## config.mk

```make
export PLATFORM = sky130hd
export DESIGN_NAME = color_xform_sched
export DESIGN_NICKNAME = d
export VERILOG_FILES = /design/src/rtl/color_pkg.sv /design/src/rtl/color_xform_sched_rr_arb2.sv /design/src/rtl/color_xform_sched.sv
export SDC_FILE = /design/constraint.sdc
export NUM_CORES = 1
export LEC_CHECK = 0
export ABC_AREA = 1
export CORE_MARGIN = 5
export CORE_UTILIZATION = 30
export CTS_CLUSTER_SIZE = 16
export DETAILED_ROUTE_END_ITERATION = 10
export PLACE_DENSITY_LB_ADDON = 0.25
export SYNTH_ARGS = -nofsm -noshare
export SYNTH_HDL_FRONTEND = slang
export SYNTH_SLANG_ARGS = --single-unit
```

## constraint.sdc

```tcl
create_clock -name clk_25 -period 2.15 [get_ports clk_25]
set_input_delay 0.5375 -clock clk_25 [delete_from_list [all_inputs] [get_ports clk_25]]
set_output_delay 0.5375 -clock clk_25 [all_outputs]
set_load 0.02 [all_outputs]
```

## src/rtl/color_pkg.sv

```systemverilog
// Shared types for the colour-transform scheduler.
// Pixel bundles, scheduler state and in-flight tag layout.
package color_pkg;

    localparam int PIPE_LAT_DEFAULT = 3;

    typedef struct packed {
        logic [7:0] red;
        logic [7:0] green;
        logic [7:0] blue;
    } rgb_t;

    typedef struct packed {
        logic [9:0] x;
        logic [9:0] y;
        rgb_t       rgb;
    } pix_t;

    typedef enum logic [1:0] {
        IDLE,
        RUN,
        DRAIN
    } sched_state_t;

    typedef struct packed {
        logic valid;
        logic src;
    } tag_t;

endpackage

```

## src/rtl/color_xform_sched_rr_arb2.sv

```systemverilog
// Two-way round-robin arbiter; rr remembers the last winner.
// On a tie the source that did not win last time is granted.
module rr_arb2 (
    input  logic       clk_25,
    input  logic       reset,
    input  logic [1:0] req,
    output logic [1:0] grant
);

    logic rr;

    always_comb begin
        grant = 2'b00;
        unique case (1'b1)
            (req == 2'b11): grant = rr ? 2'b01 : 2'b10;
            (req == 2'b01): grant = 2'b01;
            (req == 2'b10): grant = 2'b10;
            default:        grant = 2'b00;
        endcase
    end

    always_ff @(posedge clk_25 or negedge reset) begin
        if (!reset) begin
            rr <= 1'b1;
        end else if (|req) begin
            rr <= grant[1];
        end
    end

endmodule

```

## src/rtl/color_xform_sched.sv

```systemverilog
// Shares one non-stallable colour transform between two pixel sources,
// steering each result to its own FIFO under credit flow control.
module color_xform_sched
    import color_pkg::*;
#(
    parameter int PIPE_LAT   = PIPE_LAT_DEFAULT,
    parameter int FIFO_DEPTH = 512,
    parameter int CRED_W     = 10
) (
    input  logic        clk_25,
    input  logic        reset,
    input  logic        en,
    input  logic        s0_valid,
    input  logic        s1_valid,
    output logic        s0_ready,
    output logic        s1_ready,
    input  logic [9:0]  s0_x,
    input  logic [9:0]  s1_x,
    input  logic [9:0]  s0_y,
    input  logic [9:0]  s1_y,
    input  logic [23:0] s0_rgb,
    input  logic [23:0] s1_rgb,
    output logic        xf_valid,
    output logic [9:0]  xf_x,
    output logic [9:0]  xf_y,
    output logic [7:0]  xf_red,
    output logic [7:0]  xf_green,
    output logic [7:0]  xf_blue,
    input  logic        xf_wrreq,
    output logic        d0_wrreq,
    output logic        d1_wrreq,
    input  logic        d0_rdreq,
    input  logic        d1_rdreq,
    output logic        busy,
    output logic        err
);

    localparam logic [CRED_W-1:0] CRED_MAX = CRED_W'(FIFO_DEPTH);

    sched_state_t      state;
    logic [CRED_W-1:0] cred [2];
    tag_t              tags [PIPE_LAT+1];
    tag_t              tag_last;
    pix_t              pix0, pix1, xf_pix;
    logic [1:0]        req, grant, rdreq;
    logic              run, tags_empty;

    assign run    = (state == RUN) && en;
    assign req[0] = run && s0_valid && (cred[0] != '0);
    assign req[1] = run && s1_valid && (cred[1] != '0);
    assign rdreq  = {d1_rdreq, d0_rdreq};
    assign pix0   = {s0_x, s0_y, s0_rgb};
    assign pix1   = {s1_x, s1_y, s1_rgb};

    rr_arb2 u_arb (
        .clk_25 (clk_25),
        .reset  (reset),
        .req    (req),
        .grant  (grant)
    );

    assign s0_ready = grant[0];
    assign s1_ready = grant[1];

    assign xf_x     = xf_pix.x;
    assign xf_y     = xf_pix.y;
    assign xf_red   = xf_pix.rgb.red;
    assign xf_green = xf_pix.rgb.green;
    assign xf_blue  = xf_pix.rgb.blue;

    // Results are steered purely by the tag that travelled with the pixel.
    assign tag_last = tags[PIPE_LAT];
    assign d0_wrreq = xf_wrreq & tag_last.valid & ~tag_last.src;
    assign d1_wrreq = xf_wrreq & tag_last.valid &  tag_last.src;

    always_comb begin
        tags_empty = 1'b1;
        for (int i = 0; i <= PIPE_LAT; i++) begin
            if (tags[i].valid) tags_empty = 1'b0;
        end
    end

    assign busy = (state != IDLE) || !tags_empty;

    always_ff @(posedge clk_25 or negedge reset) begin
        if (!reset) begin
            state <= IDLE;
        end else begin
            unique case (state)
                IDLE:    if (en) state <= RUN;
                RUN:     if (!en) state <= DRAIN;
                DRAIN: begin
                    if (en) state <= RUN;
                    else if (tags_empty && !xf_wrreq) state <= IDLE;
                end
                default: state <= IDLE;
            endcase
        end
    end

    always_ff @(posedge clk_25 or negedge reset) begin
        if (!reset) begin
            xf_valid <= 1'b0;
            xf_pix   <= '0;
        end else begin
            xf_valid <= |grant;
            if (|grant) xf_pix <= grant[1] ? pix1 : pix0;
        end
    end

    always_ff @(posedge clk_25 or negedge reset) begin
        if (!reset) begin
            for (int k = 0; k < 2; k++) cred[k] <= CRED_MAX;
        end else begin
            for (int k = 0; k < 2; k++) begin
                if (grant[k] && !rdreq[k]) begin
                    cred[k] <= cred[k] - 1'b1;
                end else if (!grant[k] && rdreq[k] && cred[k] != CRED_MAX) begin
                    cred[k] <= cred[k] + 1'b1;
                end
            end
        end
    end

    always_ff @(posedge clk_25 or negedge reset) begin
        if (!reset) begin
            for (int i = 0; i <= PIPE_LAT; i++) tags[i] <= '0;
        end else begin
            tags[0] <= '{valid: |grant, src: grant[1]};
            for (int i = 1; i <= PIPE_LAT; i++) tags[i] <= tags[i-1];
        end
    end

    always_ff @(posedge clk_25 or negedge reset) begin
        if (!reset) begin
            err <= 1'b0;
        end else if (xf_wrreq != tag_last.valid) begin
            err <= 1'b1;
        end
    end

endmodule

```

==> metrics.yaml <==
clk_path_buf_depth: 2
intPower_mw: 4.83
yosys_warnings: 0
fin_skew_ps: 10.2
first_iter_violations: 194
portBuffers: 146
min_period_ps: 2370
area_growth_pct: 77.2
io_pins: 147
hold_path_class: "primary input to async pin"
tightest_slew_ps: 536
ant_nets: 0
die_width_um: 127
rrSetupSlack_ps: -200
share_clk_of_total_power: 0.210
nNetsFinal: 909
multiInputGateArea_um2: 2320
grt_overflow: 0
hold_violations: 0
synthCells: 566
path_clk_slew_ps: 60
cts_tree: "yes"
cp-startpoint: "cred[0]$_DFFE_PN0P_"
cts-root-buf: "clkbuf_16"
grt_antenna_before_repair: 0
violations: "negative setup slack"
drive_gt1_frac: 0.271
outcome: "complete, but fails checks"
cp_max_fo: 3
layout_commonest_cell: "nand2_1"
die_h_um: 127
grt_max_degree: 47
htree_num_levels: 3
cp.required_ps: 1610
clock_latency_ps: 340
grt_pass1_wl_um: 23400
crit_type: "register to output port"
final_max_slew_viol_count: 0
row_count: 42
synth_seq_area_share: 0.462
grt_pass1_vias: 4850
power.switching_mw: 2.84
syn_nets: 667
vias: 4594
dpl.hpwl_um: 10400
wire_per_inst_um: 14.3
clock_sinks: 76
track_usage: 0.177
r2r_end: "cred[8]$_DFFE_PN0P_"
finalPower_mw: 7.67
holdBufCountCts: 0
worstReg2RegStart: "cred[0]$_DFFE_PN0P_"
post-route-util: 0.547
p_comb_frac: 0.506
maxCapViolations: 0
num_antenna_cells: 0
mostFrequentLayoutCells: "nand2_1 (209), clkdlybuf4s50_1 (138), buf_4 (81)"
drt_pass1_iterations: 4
tns_ps: -2560
register_area_um2: 1910
cp-start-kind: "register"
postRouteWirelength_um: 14100
start_util: 0.309
cp.arrival_ps: 1830
critPathCaptureType: "output port"
gp_congestion: 0.882
num-fill-cells: 1261
dieArea_um2: 16200
core_um2: 13300
viasPerCell: 4.65
clock.fmax_ghz: 0.423
ys_types: 33
swShare: 0.370
cellLeakagePower_nw: 3.50
min_period_over_period: 1.10
slew_headroom: 0.638
syn_avg_cell_area_um2: 7.28
final-setup-viol-count: 16
rr_worst_depth: 21
syn_area_um2: 4120
cts-buffers-inserted: 9
layout_setup_ws_ps: -216
seqPwrFrac: 0.283
rsz0062_at_grt: "yes"
max-vdd-ir-drop_mv: 0.469
power.density_nw_per_um2: 1050
route.detailed.drc: 0
yosys_register_bits: 76
[Yosys cell counts (all sizes together)]
library cell  count  share of area
nand2           246           0.23
nand3            85           0.10
dfrtp            73           0.44
inv              44          0.040
nor2             33          0.034
o21ai            19          0.026
clkbuf           10         0.0091
buf               9          0.015
a21oi             8          0.012
nand4             8          0.012
xor2              7          0.015
ha                5          0.015
nor3              4         0.0049
dfstp             3          0.019
nand3b            3         0.0055
o41ai             2         0.0043
a21boi            1         0.0018
a31oi             1         0.0015
nor4              1         0.0015
o21a              1         0.0021
o21bai            1         0.0018
or2               1         0.0015
xnor2             1         0.0039
[timing repair]
action	4_1_cts	5_1_grt
setup endpoints to repair	71	25
pin swaps	51	54
resized for setup	103	52
setup buffers	15	14
[metrics by stage]
| step | cell area [um^2] | std cells | worst slack (ps) | hold slack, ps |
|---|---|---|---|---|
| after floorplan | 4170 | 566 | -33.1 | 242 |
| after global placement | 6380 | 949 | -956 | 333 |
| after detailed placement | 6380 | 949 | -983 | 337 |
| after CTS | 7070 | 977 | -217 | 82.9 |
| after global routing | 7300 | 989 | -393 | 95.3 |
| final | 7300 | 989 | -216 | 82.3 |
[registers in the layout, summed over array words and instances, names as in the netlist]
register	flops
cred	20
xf_x	10
xf_y	10
xf_blue	8
xf_green	8
xf_red	8
tags	6
state	2
tag_last	2
err	1
u_arb.rr	1
[cell type report]
type,count,area share
Timing Repair Buffer,250,0.323
Multi-Input combinational cell,427,0.318
Sequential cell,76,0.261
Clock buffer,12,0.0324
Tap cell,176,0.0302
Inverter,44,0.0250
Clock inverter,4,0.0105
[power by group through the flow]
stage | Clock, mW | Combinational (mW) | Sequential (mW)
floorplan | 0 | 1.21 | 2.57
global placement | 0 | 3.28 | 2.16
detailed placement | 0 | 3.32 | 2.17
CTS | 1.65 | 3.66 | 2.18
global route | 1.71 | 4.24 | 2.24
finish | 1.61 | 3.89 | 2.17
[per-layer routing]
metal  GRT usage  vias up  wire, um
li1            -     2289         -
met1       0.208     2135      5750
met2       0.291      147      6720
met3      0.0739       23      1340
met4      0.0656        0       301
met5           0        -         0
[worst max path at each step]
| stage | to | slack, ps | depth (start not counted) |
|---|---|---|---|
| global placement | s1_ready | -960 | 11 |
| detailed placement | s1_ready | -980 | 11 |
| floorplan | cred[8]$_DFFE_PN0P_ | -30 | 21 |
| finish | s1_ready | -220 | 11 |
| global route | cred[16]$_DFFE_PN0P_ | -390 | 21 |
| CTS | cred[8]$_DFFE_PN0P_ | -220 | 23 |
[critical path: stages (launching register included)]
cell     delay, ps
dfrtp_1        390
nor2_2         140
nand2_1         90
nor2_2         130
nand2_1         90
nand2_2        100
buf_6          120
nand2_4         60
buf_6          120
nand2_4         70
inv_2           40
buf_6          120
[kinds of logic (layout without fill, tap and decap cells)]
logic type                 count (synthesis)  after routing  share of synthesized area
and+or+nand+nor                          381            381                      0.390
DFF                                       76             76                      0.462
buffers and inverters                     63            310                     0.0638
AOI/OAI and AO/OA                         33             33                     0.0498
xor gates and xnor gates                   8              8                     0.0188
adders and majority gates                  5              5                     0.0152
Power figures use the tool's default switching activity.
